## src/rtl/mdu_iter.sv

```systemverilog
// Iterative RV32M/RV64M multiply/divide unit: registered single-cycle multiply, restoring divider.
// Optional MDU_DIV_FAST_EN: divide-by-zero and signed overflow bypass the iteration loop.
module mdu_iter #(
  parameter int XLEN       = 32,
  parameter int DIV_UNROLL = 1
) (
  input  logic            clk,
  input  logic            rst_n,
  input  logic            valid_i,
  output logic            ready_o,
  input  logic [2:0]      op_i,
  input  logic [XLEN-1:0] rs1_i,
  input  logic [XLEN-1:0] rs2_i,
  input  logic            flush_i,
  output logic            valid_o,
  input  logic            ready_i,
  output logic [XLEN-1:0] rd_o,
  output logic            busy_o,
  output logic [2:0]      dbg_state_o
);

  localparam int N_ITER = XLEN / DIV_UNROLL;
  localparam int CNT_W  = $clog2(N_ITER + 1);

  typedef enum logic [2:0] {S_IDLE, S_MUL, S_DIV, S_FIX, S_DONE} state_t;

  state_t            r_state, w_next;
  logic [2:0]        r_op;
  logic [XLEN-1:0]   r_quot, r_dvsr, r_rem, r_rd;
  logic [2*XLEN-1:0] r_prod;
  logic [CNT_W-1:0]  r_cnt;
  logic              r_neg_q, r_neg_r, r_fix_ph, r_valid;

  logic              w_accept, w_fast, w_s1, w_s2, w_a_sgn, w_b_sgn, w_ge;
  logic [XLEN-1:0]   w_mag1, w_mag2, w_quot_nxt, w_rem_nxt, w_sub, w_result;
  logic [XLEN:0]     w_shift;
  logic [2*XLEN-1:0] w_prod;

  // Handshakes: a request transfers on valid_i & ready_o & !flush_i; a result
  // transfers on valid_o & ready_i. ready_o depends on the state register only.
  assign ready_o     = (r_state == S_IDLE);
  assign busy_o      = (r_state != S_IDLE);
  assign valid_o     = r_valid;
  assign rd_o        = r_rd;
  assign dbg_state_o = r_state;
  assign w_accept    = valid_i & ready_o & ~flush_i;

  assign w_s1   = ~op_i[0] & rs1_i[XLEN-1];
  assign w_s2   = ~op_i[0] & rs2_i[XLEN-1];
  assign w_mag1 = w_s1 ? -rs1_i : rs1_i;
  assign w_mag2 = w_s2 ? -rs2_i : rs2_i;

`ifdef MDU_DIV_FAST_EN
  assign w_fast = op_i[2] & ((rs2_i == '0) |
                  (~op_i[0] & (rs1_i == {1'b1, {(XLEN-1){1'b0}}}) & (&rs2_i)));
`else
  assign w_fast = 1'b0;
`endif

  // Sign-extending to 2*XLEN makes the low 2*XLEN bits of an unsigned multiply exact.
  assign w_a_sgn = (r_op[1:0] != 2'b11) & r_quot[XLEN-1];
  assign w_b_sgn = ~r_op[1] & r_dvsr[XLEN-1];
  assign w_prod  = {{XLEN{w_a_sgn}}, r_quot} * {{XLEN{w_b_sgn}}, r_dvsr};

  always_comb begin
    w_rem_nxt  = r_rem;
    w_quot_nxt = r_quot;
    w_shift    = '0;
    w_ge       = 1'b0;
    w_sub      = '0;
    for (int i = 0; i < DIV_UNROLL; i++) begin
      w_shift    = {w_rem_nxt, w_quot_nxt[XLEN-1]};
      w_ge       = (w_shift >= {1'b0, r_dvsr});
      w_sub      = w_shift[XLEN-1:0] - r_dvsr;
      w_rem_nxt  = w_ge ? w_sub : w_shift[XLEN-1:0];
      w_quot_nxt = {w_quot_nxt[XLEN-2:0], w_ge};
    end
  end

  assign w_result = r_op[2] ? (r_op[1] ? r_rem : r_quot)
                            : ((r_op[1:0] == 2'b00) ? r_prod[XLEN-1:0] : r_prod[2*XLEN-1:XLEN]);

  always_comb begin
    w_next = r_state;
    case (r_state)
      S_IDLE: if (w_accept) w_next = op_i[2] ? (w_fast ? S_FIX : S_DIV) : S_MUL;
      S_MUL:  w_next = S_FIX;
      S_DIV:  if (r_cnt == CNT_W'(1)) w_next = S_FIX;
      S_FIX:  if (~r_op[2] | r_fix_ph) w_next = S_DONE;
      S_DONE: if (ready_i) w_next = S_IDLE;
      default: w_next = S_IDLE;
    endcase
    if (flush_i && r_state != S_IDLE) w_next = S_IDLE;
  end

  always_ff @(posedge clk or negedge rst_n) begin
    if (!rst_n) begin
      r_state  <= S_IDLE;
      r_op     <= '0;
      r_quot   <= '0;
      r_dvsr   <= '0;
      r_rem    <= '0;
      r_rd     <= '0;
      r_prod   <= '0;
      r_cnt    <= '0;
      r_neg_q  <= 1'b0;
      r_neg_r  <= 1'b0;
      r_fix_ph <= 1'b0;
      r_valid  <= 1'b0;
    end else begin
      r_state <= w_next;
      r_valid <= (w_next == S_DONE);
      if (w_accept) begin
        r_op     <= op_i;
        r_fix_ph <= 1'b0;
        if (!op_i[2]) begin
          r_quot <= rs1_i;
          r_dvsr <= rs2_i;
        end else begin
          r_quot  <= w_mag1;
          r_dvsr  <= w_mag2;
          r_rem   <= '0;
          r_neg_q <= (w_s1 ^ w_s2) & (rs2_i != '0);
          r_neg_r <= w_s1;
          r_cnt   <= CNT_W'(N_ITER);
`ifdef MDU_DIV_FAST_EN
          if (w_fast) begin
            r_quot  <= (rs2_i == '0) ? '1 : rs1_i;
            r_rem   <= (rs2_i == '0) ? rs1_i : '0;
            r_neg_q <= 1'b0;
            r_neg_r <= 1'b0;
          end
`endif
        end
      end else if (!flush_i) begin
        case (r_state)
          S_MUL: r_prod <= w_prod;
          S_DIV: begin
            r_quot <= w_quot_nxt;
            r_rem  <= w_rem_nxt;
            r_cnt  <= r_cnt - CNT_W'(1);
          end
          // Divides spend one FIX cycle on the sign correction, then one on the select.
          S_FIX: begin
            if (r_op[2] && !r_fix_ph) begin
              r_quot   <= r_neg_q ? -r_quot : r_quot;
              r_rem    <= r_neg_r ? -r_rem : r_rem;
              r_fix_ph <= 1'b1;
            end else begin
              r_rd <= w_result;
            end
          end
          default: ;
        endcase
      end
    end
  end

endmodule

```

## config.mk

```make
export PLATFORM = sky130hd
export DESIGN_NAME = mdu_iter
export DESIGN_NICKNAME = d
export VERILOG_FILES = /design/src/rtl/mdu_iter.sv
export SDC_FILE = /design/constraint.sdc
export NUM_CORES = 2
export LEC_CHECK = 0
export ABC_AREA = 1
export CORE_MARGIN = 2
export CORE_UTILIZATION = 45
export CTS_CLUSTER_DIAMETER = 40
export DETAILED_ROUTE_END_ITERATION = 7
export HOLD_SLACK_MARGIN = 0.1
export PLACE_DENSITY = 0.65
export RECOVER_POWER = 25
export SETUP_SLACK_MARGIN = 0.3
export SLEW_MARGIN = 0
export SYNTH_ARGS = -nofsm -noshare
export SYNTH_HDL_FRONTEND = slang
export SYNTH_SLANG_ARGS = --single-unit
```

## constraint.sdc

```tcl
create_clock -name clk -period 7.8 [get_ports clk]
set_clock_uncertainty 0.15 [all_clocks]
set_input_delay 1.56 -clock clk [delete_from_list [all_inputs] [get_ports clk]]
set_output_delay 1.56 -clock clk [all_outputs]
set_load 0.02 [all_outputs]
```

==> impl_metrics.csv <==
group,metric,value,unit
synthesis,synth_warnings,0,
finish,mostFrequentLayoutCell,"nand2_1",
worst_setup_path,cp_data_arrival_time,7.86,ns
synthesis,synthFlopType,"dfrtp_1",
cts,cts_num_sinks,208,
cts,clkTransAtPathRegs,0.05,ns
cts,numCtsBuffers,50,
synthesis,yosysUniqueCellTypes,53,
cts,clk_latency,0.64,ns
global_route,grt_busiest_layer,"met2",
outcome,outcome,"finished, violations left",
worst_setup_path,reg2regPathDepth,27,
global_route,grt_util_met2,50.08,%
drt,ant_nets,0,
timing,worstMarginPinSlew,5.004,ns
worst_setup_path,worstPathRequired,8.17,ns
die,core,122200,µm²
global_route,grt_pass1_wl,300.8,mm
global_route,grt_pass1_vias,49980,
finish,fillers,11760,
timing,rsz0062_at_grt,"true",
global_route,grt_max_degree,77,
global_route,grt_use_met3,5.374,%
global_route,grt_usage,31.51,%
worst_setup_path,path_max_fanout,7,
timing,fin_crit,7.489,ns
global_route,grt.overflow.total,0,
synthesis,synth_compound_area_share,5.651,%
worst_setup_path,critPathKind,"flip-flop to flip-flop",
synthesis,synth_seq_cells,208,
synthesis,yosysSeqAreaShare,9.366,%
die,start_util,45.48,%
finish,nNetsFinal,9126,
finish,layout-drive-gt1-share,10.08,%
timing,period_share,96.02,%
die,pin_count,110,
cts,cts_hold_buffers,0,
run,drv_cap,2,
place,dp_hpwl,161.5,mm
synthesis,synth_area_per_cell,7.397,µm²
finish,area_growth,14.74,%
synthesis,syn_area,55580,µm²
die,die_h,355.4,µm
worst_setup_path,crit_path_end_kind,"flip-flop",
worst_setup_path,startpoint,"r_op[1]",
global_route,antenna_found_initial,4,
synthesis,yosys.area_share.simple,21.84,%
place,dpl.cell_count,9218,
die,die_x,355.4,µm
drt,drt_wl_total,197.9,mm
drt,vias,49620,
timing,finalSetupTns,0,ns
timing,clock.fmax,0.1335,GHz
worst_setup_path,startpoint_type,"flip-flop",
timing,slew_headroom,-233.6,%
die,rows,128,
die,die-area,126300,µm²
synthesis,synth_fa_ha_area_share,46.21,%
cts,clock_path_buffers,3,
place,gp_congestion,1.065,
drt,detail_route.wl_per_cell,21.18,µm
synthesis,synthCells,7513,
synthesis,synthesis.nets,8962,
outcome,violations,"design-rule violations, max-capacitance violations, max-slew violations",
timing,final_max_slew_viol_count,136,
cts,root_buffer,"clkbuf_16",
synthesis,synthXorXnorAreaFrac,1.308,%
cts,h-tree-depth,2,
worst_hold_path,hold_class,"flip-flop to flip-flop",
worst_setup_path,cp-endpoint,"r_prod[56]",
worst_setup_path,r2r-end,"r_prod[56]",
global_route,grt_use_met1,42.24,%
drt,drc_errors,4,
synthesis,async_flop_share,100.0,%
drt,drt-initial-drc-count,4425,
finish,instances_no_fill,9346,
timing,setup_violations,0,
synthesis,synth-edff-count,0,
drt,drt_first_pass_iters,8,
place,io_buffers,109,
cts,cts_tree,"built",
finish,mostFrequentLayoutCells,"nand2_1 (2,040), inv_1 (1,888), fa_1 (1,114), nand3_1 (355), o21ai_0 (290)",
synthesis,synth_top_family_by_area,"adder cells",
worst_setup_path,r2r_start,"r_op[1]",
synthesis,synth_mux_area_share,0,%
drt,vias_per_cell,5.309,
timing,finalHoldViolations,0,
finish,fin_util,52.18,%
worst_setup_path,r2r_slack,0.31,ns
worst min path at each step:
stage,startpoint,endpoint,depth (start not counted)
floorplan,r_prod[1],r_prod[1],2
global placement,r_prod[50],r_prod[50],2
detailed placement,r_prod[50],r_prod[50],2
CTS,r_prod[50],r_prod[50],2
global route,r_prod[50],r_prod[50],2
finish,r_prod[4],r_prod[4],2
flip-flops by register name (all words and copies together) (netlist names):
| register | count |
|---|---|
| r_prod | 64 |
| r_dvsr | 32 |
| r_quot | 32 |
| r_rem | 32 |
| rd_o | 32 |
| r_cnt | 6 |
| dbg_state_o | 3 |
| r_op | 3 |
| r_fix_ph | 1 |
| r_neg_q | 1 |
| r_neg_r | 1 |
| valid_o | 1 |
cell families (layout without fill, tap and decap cells):
family | after synthesis | count (layout)
compound gates | 587 | 587
xor+xnor | 83 | 83
fa+ha+maj | 1377 | 1377
buf+inv | 2284 | 2490
flops | 208 | 208
other cells | 0 | 2
simple gates | 2974 | 2974
layer usage:
layer	up-vias	routed length (µm)
met4	0	10810
met1	24770	80380
met3	428	16570
met5	-	0
li1	22220	-
met2	2211	90170
cells in the mapped netlist, drive strengths merged, types with 41 or more instances:
library cell  count  share of area [%]
nand2          2102                 14
o21ai           335                3.0
nand3           369                3.4
nor2            353                2.4
nand4            61               0.69
inv            1925                 13
nor3             41               0.45
clkbuf          259                1.7
ha              251                5.7
fa             1126                 41
dfrtp           208                9.4
a21oi           175                1.6
buf              99               0.87
xor2             58               0.91
what timing repair did:
| item | in CTS | in global routing |
|---|---|---|
| cloned | 0 | 2 |
| endpoints found under the setup margin | 41 | 44 |
| pin swaps | 4 | 52 |
| resized for setup | 48 | 292 |
| setup buffers | 3 | 27 |
cell type report:
cell class / instances / area [µm²] / area share [%]
antenna: 2 / 5.005 / 0.007849
clock buffer: 51 / 1276 / 2.001
clock inverter: 43 / 551.8 / 0.8653
inverter: 1926 / 7244 / 11.36
multi-input combinational: 5021 / 42770 / 67.08
sequential: 208 / 5253 / 8.237
tap: 1625 / 2033 / 3.189
timing repair buffer: 470 / 4629 / 7.260
stage by stage:
step | hold slack (ns) | area, µm² | setup slack (ns)
5_1_grt | 0.3399 | 63760 | 0.06851
3_3_place_gp | 0.3082 | 60460 | -0.2933
4_1_cts | 0.3255 | 62470 | 0.2881
3_5_place_dp | 0.3107 | 60460 | -0.2633
6_report | 0.3253 | 63760 | 0.3106
2_1_floorplan | 0.2922 | 55590 | 0.3196
critical path: stages, from the launching register on:
cell	delay (ns)
dfrtp_2	0.38
nand2_2	0.08
nand2_4	0.13
buf_6	0.15
clkinvlp_4	0.26
nand2_2	0.18
fa_2	0.49
fa_2	0.62
fa_2	0.48
fa_2	0.61
clkinvlp_4	0.18
buf_6	0.16
fa_1	0.49
fa_1	0.52
inv_1	0.05
fa_1	0.49
inv_2	0.05
fa_1	0.57
ha_4	0.25
inv_1	0.11
o21bai_1	0.11
nor2_1	0.23
o21ai_0	0.16
a21oi_2	0.18
nand3_1	0.10
nand2_1	0.06
nand3_1	0.07
nand2_1	0.10
Power is left out: the tool's default activity adds up to more than one toggle a clock period on the data nets, which glitch-free logic cannot reach.
